==> config.mk <==
export PLATFORM = sky130hd
export DESIGN_NAME = io_poll_reader_flat
export DESIGN_NICKNAME = d
export VERILOG_FILES = /design/src/rtl/io_pkg.sv /design/src/rtl/io_poll_reader_if.sv /design/src/rtl/io_poll_reader_down_counter.sv /design/src/rtl/io_poll_reader.sv /design/src/flat_wrapper.sv
export SDC_FILE = /design/constraint.sdc
export NUM_CORES = 1
export LEC_CHECK = 0
export BUFFER_PORTS_ARGS = -buffer_cell sky130_fd_sc_hd__buf_4
export CORE_AREA = 2 2 66 68
export DETAILED_ROUTE_END_ITERATION = 8
export DIE_AREA = 0 0 68 70
export PLACE_DENSITY_LB_ADDON = 0.05
export SLEW_MARGIN = 20
export SYNTH_ARGS = -nofsm -noshare
export SYNTH_HDL_FRONTEND = slang
export SYNTH_SLANG_ARGS = --single-unit
==> constraint.sdc <==
create_clock -name clk -period 4 [get_ports clk]
set_clock_uncertainty 0.05 [all_clocks]
set_input_delay 0.2 -clock clk [delete_from_list [all_inputs] [get_ports clk]]
set_output_delay 0.2 -clock clk [all_outputs]
set_load 0.01 [all_outputs]
==> src/rtl/io_pkg.sv <==
// Shared constants and state encoding for polled status/data peripherals.
//   STATUS_SEL / DATA_SEL : values of the peripheral word select
//   READY_BIT             : ready flag position within the status word
//   poll_state_t          : io_poll_reader state encoding
package io_pkg;

   localparam logic [2:0] ST_IDLE = 3'd0;
   localparam logic [2:0] ST_POLL = 3'd1;
   localparam logic [2:0] ST_GAP  = 3'd2;
   localparam logic [2:0] ST_READ = 3'd3;
   localparam logic [2:0] ST_ACK  = 3'd4;
   localparam logic [2:0] ST_DONE = 3'd5;

   typedef enum logic [2:0] {
      IDLE = ST_IDLE,
      POLL = ST_POLL,
      GAP  = ST_GAP,
      READ = ST_READ,
      ACK  = ST_ACK,
      DONE = ST_DONE
   } poll_state_t;

   localparam logic STATUS_SEL = 1'b0;
   localparam logic DATA_SEL   = 1'b1;

   localparam int unsigned READY_BIT = 0;

endpackage

==> src/rtl/io_poll_reader_if.sv <==
// Peripheral bus plus consumer handshake of io_poll_reader.
//   statusordata : word select toward the peripheral (0 status, 1 data)
//   ack          : one-cycle acknowledge toward the peripheral
//   din          : peripheral read word
//   dout         : captured data word toward the consumer
//   dout_valid   : dout holds an unconsumed word
//   dout_ready   : consumer accepts dout
// master = the reader, slave = peripheral/consumer side.
interface io_poll_reader_if #(
   parameter int unsigned DATA_W = 16
) ();

   logic              statusordata;
   logic              ack;
   logic [DATA_W-1:0] din;
   logic [DATA_W-1:0] dout;
   logic              dout_valid;
   logic              dout_ready;

   modport master (
      output statusordata, ack, dout, dout_valid,
      input  din, dout_ready
   );

   modport slave (
      input  statusordata, ack, dout, dout_valid,
      output din, dout_ready
   );

endinterface

==> src/rtl/io_poll_reader_down_counter.sv <==
// Loadable down counter with zero flag; stops at zero.
//   load/load_val : load a new count (has priority over dec)
//   dec           : decrement when non-zero
//   zero_c        : count is zero (combinational from the count register)
module down_counter #(
   parameter int unsigned W = 4
) (
   input  logic         clk,
   input  logic         rst_n,
   input  logic         load,
   input  logic [W-1:0] load_val,
   input  logic         dec,
   output logic         zero_c
);

   logic [W-1:0] cnt;

   always_ff @(posedge clk or negedge rst_n) begin
      if (!rst_n) begin
         cnt <= '0;
      end else if (load) begin
         cnt <= load_val;
      end else if (dec && (cnt != '0)) begin
         cnt <= cnt - W'(1);
      end
   end

   assign zero_c = (cnt == '0);

endmodule

==> src/rtl/io_poll_reader.sv <==
// Polling read initiator: polls the status word until ready (or a poll
// limit), reads and acks the data word, then offers it on valid/ready.
//   clk, rst_n   : clock, async active-low reset
//   start/direct : read request, direct = skip status polling
//   bus          : peripheral select/ack/din and dout valid/ready handshake
//   busy         : not idle
//   timeout_err  : one-cycle pulse when the poll limit is exhausted
module io_poll_reader
   import io_pkg::*;
#(
   parameter int unsigned DATA_W    = 16,
   parameter int unsigned POLL_GAP  = 4,
   parameter int unsigned MAX_POLLS = 255
) (
   input  logic              clk,
   input  logic              rst_n,
   input  logic              start,
   input  logic              direct,
   io_poll_reader_if.master  bus,
   output logic              busy,
   output logic              timeout_err
);

   localparam int unsigned PCNT_W = $clog2(MAX_POLLS + 1);
   localparam int unsigned GAP_W  = (POLL_GAP > 1) ? $clog2(POLL_GAP) : 1;

   poll_state_t       state, nxt;
   logic [PCNT_W-1:0] poll_cnt;
   logic              poll_inc, poll_clr;
   logic              gap_load, gap_dec, gap_zero_c;
   logic              sel_d, ack_d, valid_d, busy_d, timeout_d;
   logic              ready_c;

   assign ready_c = bus.din[READY_BIT];

   // Gap timer between status polls.
   down_counter #(.W(GAP_W)) u_gap (
      .clk      (clk),
      .rst_n    (rst_n),
      .load     (gap_load),
      .load_val (GAP_W'(POLL_GAP - 1)),
      .dec      (gap_dec),
      .zero_c   (gap_zero_c)
   );

   // Next state and next registered output values.
   always_comb begin
      nxt       = state;
      poll_inc  = 1'b0;
      poll_clr  = 1'b0;
      gap_load  = 1'b0;
      gap_dec   = 1'b0;
      timeout_d = 1'b0;
      sel_d     = STATUS_SEL;
      ack_d     = 1'b0;
      valid_d   = 1'b0;
      busy_d    = 1'b0;
      case (state)
         IDLE: begin
            if (start) begin
               poll_clr = 1'b1;
               nxt      = direct ? READ : POLL;
            end
         end
         POLL: begin
            if (ready_c) begin
               nxt = READ;
            end else begin
               poll_inc = 1'b1;
               // This failed poll is the last one allowed.
               if (poll_cnt >= PCNT_W'(MAX_POLLS - 1)) begin
                  nxt       = IDLE;
                  timeout_d = 1'b1;
               end else begin
                  nxt      = GAP;
                  gap_load = 1'b1;
               end
            end
         end
         GAP: begin
            if (gap_zero_c) nxt = POLL;
            else            gap_dec = 1'b1;
         end
         READ:    nxt = ACK;
         ACK:     nxt = DONE;
         DONE:    if (bus.dout_ready) nxt = IDLE;
         default: nxt = IDLE;
      endcase
      // Data select is held through DONE so a transaction never flips back
      // to the status word until it has returned to IDLE.
      if ((nxt == READ) || (nxt == ACK) || (nxt == DONE)) sel_d = DATA_SEL;
      ack_d   = (nxt == ACK);
      valid_d = (nxt == DONE);
      busy_d  = (nxt != IDLE);
   end

   // State, poll counter and registered outputs.
   always_ff @(posedge clk or negedge rst_n) begin
      if (!rst_n) begin
         state            <= IDLE;
         poll_cnt         <= '0;
         bus.statusordata <= STATUS_SEL;
         bus.ack          <= 1'b0;
         bus.dout         <= '0;
         bus.dout_valid   <= 1'b0;
         busy             <= 1'b0;
         timeout_err      <= 1'b0;
      end else begin
         state            <= nxt;
         bus.statusordata <= sel_d;
         bus.ack          <= ack_d;
         bus.dout_valid   <= valid_d;
         busy             <= busy_d;
         timeout_err      <= timeout_d;
         if (poll_clr) begin
            poll_cnt <= '0;
         end else if (poll_inc && (poll_cnt != PCNT_W'(MAX_POLLS))) begin
            poll_cnt <= poll_cnt + PCNT_W'(1);
         end
         if (state == READ) bus.dout <= DATA_W'(bus.din);
      end
   end

endmodule

==> src/flat_wrapper.sv <==
// flat-port wrapper written by rule: the top's interface ports become plain ports
module io_poll_reader_flat import io_pkg::*;
#(
   parameter int unsigned DATA_W    = 16,
   parameter int unsigned POLL_GAP  = 4,
   parameter int unsigned MAX_POLLS = 255
)
  (clk, rst_n, start, direct, busy, timeout_err, bus_statusordata, bus_ack, bus_dout, bus_dout_valid, bus_din, bus_dout_ready);
  io_poll_reader_if #(.DATA_W(DATA_W)) bus_i ();
  input  logic clk;
  input  logic rst_n;
  input  logic start;
  input  logic direct;
  output logic busy;
  output logic timeout_err;
  output wire logic [$bits(bus_i.statusordata)-1:0] bus_statusordata;
  output wire logic [$bits(bus_i.ack)-1:0] bus_ack;
  output wire logic [$bits(bus_i.dout)-1:0] bus_dout;
  output wire logic [$bits(bus_i.dout_valid)-1:0] bus_dout_valid;
  input wire logic [$bits(bus_i.din)-1:0] bus_din;
  input wire logic [$bits(bus_i.dout_ready)-1:0] bus_dout_ready;
  assign bus_statusordata = bus_i.statusordata;
  assign bus_ack = bus_i.ack;
  assign bus_dout = bus_i.dout;
  assign bus_dout_valid = bus_i.dout_valid;
  assign bus_i.din = bus_din;
  assign bus_i.dout_ready = bus_dout_ready;
  io_poll_reader #(.DATA_W(DATA_W), .POLL_GAP(POLL_GAP), .MAX_POLLS(MAX_POLLS)) u_core (.clk(clk), .rst_n(rst_n), .start(start), .direct(direct), .bus(bus_i), .busy(busy), .timeout_err(timeout_err));
endmodule
# Yosys cells after proc, flatten, opt, wreduce, memory -nomap -nowiden
# Index checks and enable logic that the tools add are counted.
# W data, S select, Z words.
# totals
ff_bits,34
in_bits,21
output_inout_bits,21
elab_cells,55
# op_classes
n_addsub,2
n_lt_le_gt_ge,1
eq_ne,9
mux,24
reduce_logical,10
# ops
cell,n
$pmux W3 S6,1
$mux W8,2
$mux W1,13
$eq A3 B3 Y1 const B,4
$mux W3,4
$eq A3 B2 Y1 const B,3
$add A8 B1 Y8 const B,1
$ge A8 B8 Y1 const B,1
$mux W2,4
$ne A8 B8 Y1 const B,1
$reduce_bool A2 Y1,3
$eq A3 B1 Y1 const B,1
$logic_not A3 Y1,1
$reduce_bool A3 Y1,1
$logic_and A1 B1 Y1,2
$logic_not A2 Y1,1
$logic_or A1 B1 Y1,2
$sub A2 B1 Y2 const B,1

# Depth between registers and ports, before layout
# depth
depth_word,8
mapped_depth,6
depth_no_buf,6

# Hierarchy
# A second synthesis with hierarchy kept.
# unflattened
cells_unflattened,130
area_unflattened_um2,1580.3
# by_module_without_submodules
module,n_inst,cells_each,area_per_inst_um2,seq_area_each_um2
io_poll_reader,1,117,1447.6,800.8
down_counter,1,13,132.6,50.0

# Least setup slack after synthesis
# No wires, ideal clock.
# synth_timing
kind,reg-to-reg
startpoint,register u_core.state[1]
endpoint,register u_core.poll_cnt[6]
setup_ps,77
arrival_ps,1829
required_time_ps,3873
path_slack_ps,2044
path_stages_with_launch,6
n_path_buf,1
period_less_slack_ps,1956
path_cell_list,dfrtp_1 -> or4b_1 -> buf_2 -> a211o_1 -> or3_1 -> a21oi_1
# synth_via
elab_chain_cells,4
elab_cells_between_ends,7
cone_classes,eq/ne: 1; mux: 3; reduce/logical: 3
# synth_lines
element,line,text
start: declaration,io_poll_reader.sv:27,"poll_state_t state, nxt;"
start signal: assignment,io_poll_reader.sv:109,state <= nxt;
$eq A3 B1 Y1,io_poll_reader.sv:58,case (state)
$mux W1,io_poll_reader.sv:58,
$logic_and A1 B1 Y1,io_poll_reader.sv:117,end else if (poll_inc && (poll_cnt != PCNT_W'(MAX_POLLS))) begin
$reduce_bool A2 Y1 (no source line),--,
end signal: assignment,io_poll_reader.sv:118,poll_cnt <= poll_cnt + PCNT_W'(1);
end: declaration,io_poll_reader.sv:28,logic [PCNT_W-1:0] poll_cnt;
# Parallel ways exist; a longest one is shown, timed or not.
# A chain may end at the register's enable or synchronous reset.

# Final worst setup path
# Ends and elaborated chain as after synthesis.

==> summary.md <==
| Metric | Value |
|---|---|
| Status | finished clean |
| Non-Filler Instances | between 200 and 250 |
| Clock network power share | around 17% |
| Clock Latency Late Sink | around 0.28 ns |
| P_sw | between 0.0004 and 0.0005 W |
| EDFF count, synth | 0 |
| Fill cells | ~390 |
| Pwr dens | about 680 nW/um^2 |
| Antenna viol nets, final | 0 |
| Post-Synthesis Cells | around 130 |
| Wire per inst | between 10 and 15 um |
| Max VDD drop | 0.269 mV |
| Critical path capture point type | register |
| Slowest CP cell | or4b_1 |
| Fmax | approximately 0.48 GHz |
| Port Buffers | between 40 and 50 |
| Final Max Slew Viols | 0 |
| Vias per cell | 4.85 |
| Largest net degree at the start of global routing | 35 |
| Std-Cell Rows | 24 |
| H-Tree Depth | 2 |
| Gate power share | roughly two fifths |
| Cell taking the most area after synthesis | dfrtp_1 |
| Switching share of power | roughly a third |
| Top cells by area, synth | dfrtp_1 58%, mux2_2 12%, xnor2_1 3.0% |
| Die Y | roughly 70 um |
| Worst EP required | between 4 and 5 ns |
| Final Setup Violations | 0 |
| Final routed DRC violation total | 0 |
| M3 GR Usage | 5.48% |
| Final Cycle Share | 52.5% |
| Share of layout cells above drive strength 1 | around 37% |
| Syn Nets | approximately 150 |
| Register area share after synthesis | roughly 58% |
| Internal power | 0.000884 W |
| Crit path arrival time | 2.25 ns |
| Clk sinks | 34 |
| Vias | ~1,100 |
| Gr busiest metal | met2 |
| Clk buf depth | 2 |
| Final worst setup slack | approximately 1.9 ns |
| Routability congestion estimate | between 0.7 and 0.8 |
| Yosys cell types | 32 |
| CTS resizes | 0 |
| Leakage power | ~0.9 nW |
| Register area | approximately 850 sq um |
| Maxcap violations | 0 |
| HPWL after DPL | between 2 and 2.5 mm |
| FFs w/ async S/R, synth | 100% |
| Min Tclk post-route | around 2.1 ns |
| Worst min-delay path category | in -> reg |
| Initial Utilization | 35.7% |
| Final hold vios | 0 |
| Setup crit start kind | register |
| First-pass GRT wire length | slightly below 5 mm |
| Hold slack | 0.104 ns |
| Total I/O pin count | 42 |
| Least-Margin Pin Slew | approximately 0.75 ns |
| RSZ-0062 raised after global routing | no |
| Commonest cells post-synth | 34 x dfrtp_1, 16 x mux2_2, 10 x nor2_1 |
| Crit-path max FO | 8 |
| Core Region | ~4100 sq um |
| CTS tree | built |
| TNS Setup | 0 ns |
| Reg2Reg Setup Slack | approximately 1.9 ns |
| Critical-path cell list | or4b_1, a211o_1, or3_1, a21oi_1 |
| Largest stage delay on the critical path | between 0.6 and 0.7 ns |
| Nets | approximately 190 |
| Most common cell in the netlist | dfrtp_1 |
| GR Overflow Total | 0 |
| Vias in the first global route | ~1,100 |
| Antenna violations before repair | 0 |
| Clock buffer count from CTS | 5 |
| Chip width | about 70 um |
| Syn. warnings | 0 |
| Final wirelength | 2.93 mm |
| All-Layer GR Usage | 14.0% |
| Diode count | 0 |
| Mean area per synthesized cell | ~12 sq um |
| Clk root buf | clkbuf_8 |
| Initial DRT Pass Iterations | 4 |
| Pre-CTS setup slack | about 1.9 ns |
| Post-Syn Area | 1480 sq um |
| Relative slew margins | approximately half |
| Full die area | approximately 4800 sq um |
| Synth-to-layout area growth | 29.8% |
| Post-placement cell count | 214 |
| Critical path type | reg -> reg |
| Sequential share of power | between 40% and 50% |
| Met2 usage | a little under a quarter |
| #FFs+latches synth | 34 |
| Area share of the leading cell type in the synthesized netlist | 57.5% |
| Main synth FF type | dfrtp_1 |
| Clock transition at path regs | 0.06 ns |
| Met1 Use GR | between 10% and 20% |
| Multi-input gate area | roughly 580 sq um |
| 1st-iter DRT viols | 57 |
-- cell usage in the layout, fill, tap and decap left out --
master / count
a211oi_1: 2
nand4_1: 1
nand2_1: 6
a21oi_1: 2
o21ai_0: 4
buf_4: 41
mux2_2: 16
clkbuf_8: 5
dlygate4sd3_1: 1
dfrtp_1: 34
ha_1: 3
nor2_1: 10
nor4_1: 3
nand2b_1: 1
and3_1: 5
or4b_1: 1
xnor2_1: 5
and4_1: 1
a32oi_1: 1
nand3_1: 4
nor3_1: 1
and2_1: 1
nor2b_1: 2
a31oi_1: 1
xor2_1: 1
or4_1: 1
a211o_1: 1
a31o_2: 1
clkbuf_1: 2
a311oi_1: 2
or3_1: 2
inv_1: 8
o221ai_1: 1
-- worst paths after layout --
path / from / end / cells past startpoint
worst max-delay path: u_core.state[1]$_DFF_PN0_ / u_core.poll_cnt[6]$_DFFE_PN0P_ / 4
worst min-delay path: bus_din[7] / u_core.bus.dout[7]$_DFFE_PN0P_ / 2
worst max register to register: u_core.state[1]$_DFF_PN0_ / u_core.poll_cnt[6]$_DFFE_PN0P_ / 4
worst min register to register: u_core.u_gap.cnt[1]$_DFFE_PN0P_ / u_core.u_gap.cnt[1]$_DFFE_PN0P_ / 2
max in group asynchronous: rst_n / u_core.bus.dout[3]$_DFFE_PN0P_ / 2
min in group asynchronous: rst_n / u_core.bus.dout[9]$_DFFE_PN0P_ / 2
-- power by group through the flow --
stage                     Clock, W  Sequential (W)  Combinational, W
after CTS                 0.000240        0.000557          0.000541
after detailed placement         0        0.000564          0.000539
after floorplan                  0        0.000601          0.000267
after global placement           0        0.000557          0.000528
final                     0.000227        0.000556          0.000527
after global routing      0.000258        0.000574          0.000593
-- flip-flops by register name, indices dropped and copies added, names as in the netlist --
signal / count
u_core.bus.ack: 1
u_core.bus.dout_valid: 1
u_core.timeout_err: 1
u_core.u_gap.cnt: 2
u_core.bus.dout: 16
u_core.poll_cnt: 8
u_core.busy: 1
u_core.state: 3
u_core.bus.statusordata: 1
-- metrics by stage --
stage	utilization (%)	instance area, sq um	power, W
2_1_floorplan	-	1480	0.000868
3_3_place_gp	44.2	1830	0.00109
3_5_place_dp	44.2	1830	0.00110
4_1_cts	46.3	1920	0.00134
5_1_grt	46.3	1920	0.00142
6_report	46.3	1920	0.00131
-- per-layer routing --
layer,share of wire [%],up-vias
met2,49,32
met5,0,-
met1,40,505
met4,2.6,0
met3,8.3,9
li1,-,531
-- repair_timing --
action / in CTS / in global routing
hold buffers: 1 / 0
hold endpoints to repair: 34 / 0
buffers inserted: 0 / 0
-- worst max-delay path, delay by kind of cell (launching register included) --
kind               cells  cell delay [ns]
DFF                    1             0.42
and+or+nand+nor        2             1.04
AOI/OAI and AO/OA      2             0.52
-- logic make-up (layout without fill, tap and decap cells) --
family,after synthesis,in the layout,share of synthesized area [%]
buffers and inverters,12,57,3.30
XOR/XNOR,6,6,3.55
multiplexers,16,16,12.2
AND/OR/NAND/NOR,39,39,13.9
flip-flops,34,34,57.5
adder cells (fa/ha/maj),3,3,2.54
AO/OA/AOI/OAI,15,15,7.02
-- cell type report --
| class | count | share of cell area (%) |
|---|---|---|
| clock buffer | 7 | 3.98 |
| inverter | 8 | 1.56 |
| multi-input combinational | 79 | 30.2 |
| sequential | 34 | 44.3 |
| tap | 52 | 3.39 |
| timing repair buffer | 42 | 16.6 |
Power figures use the tool's default switching activity.
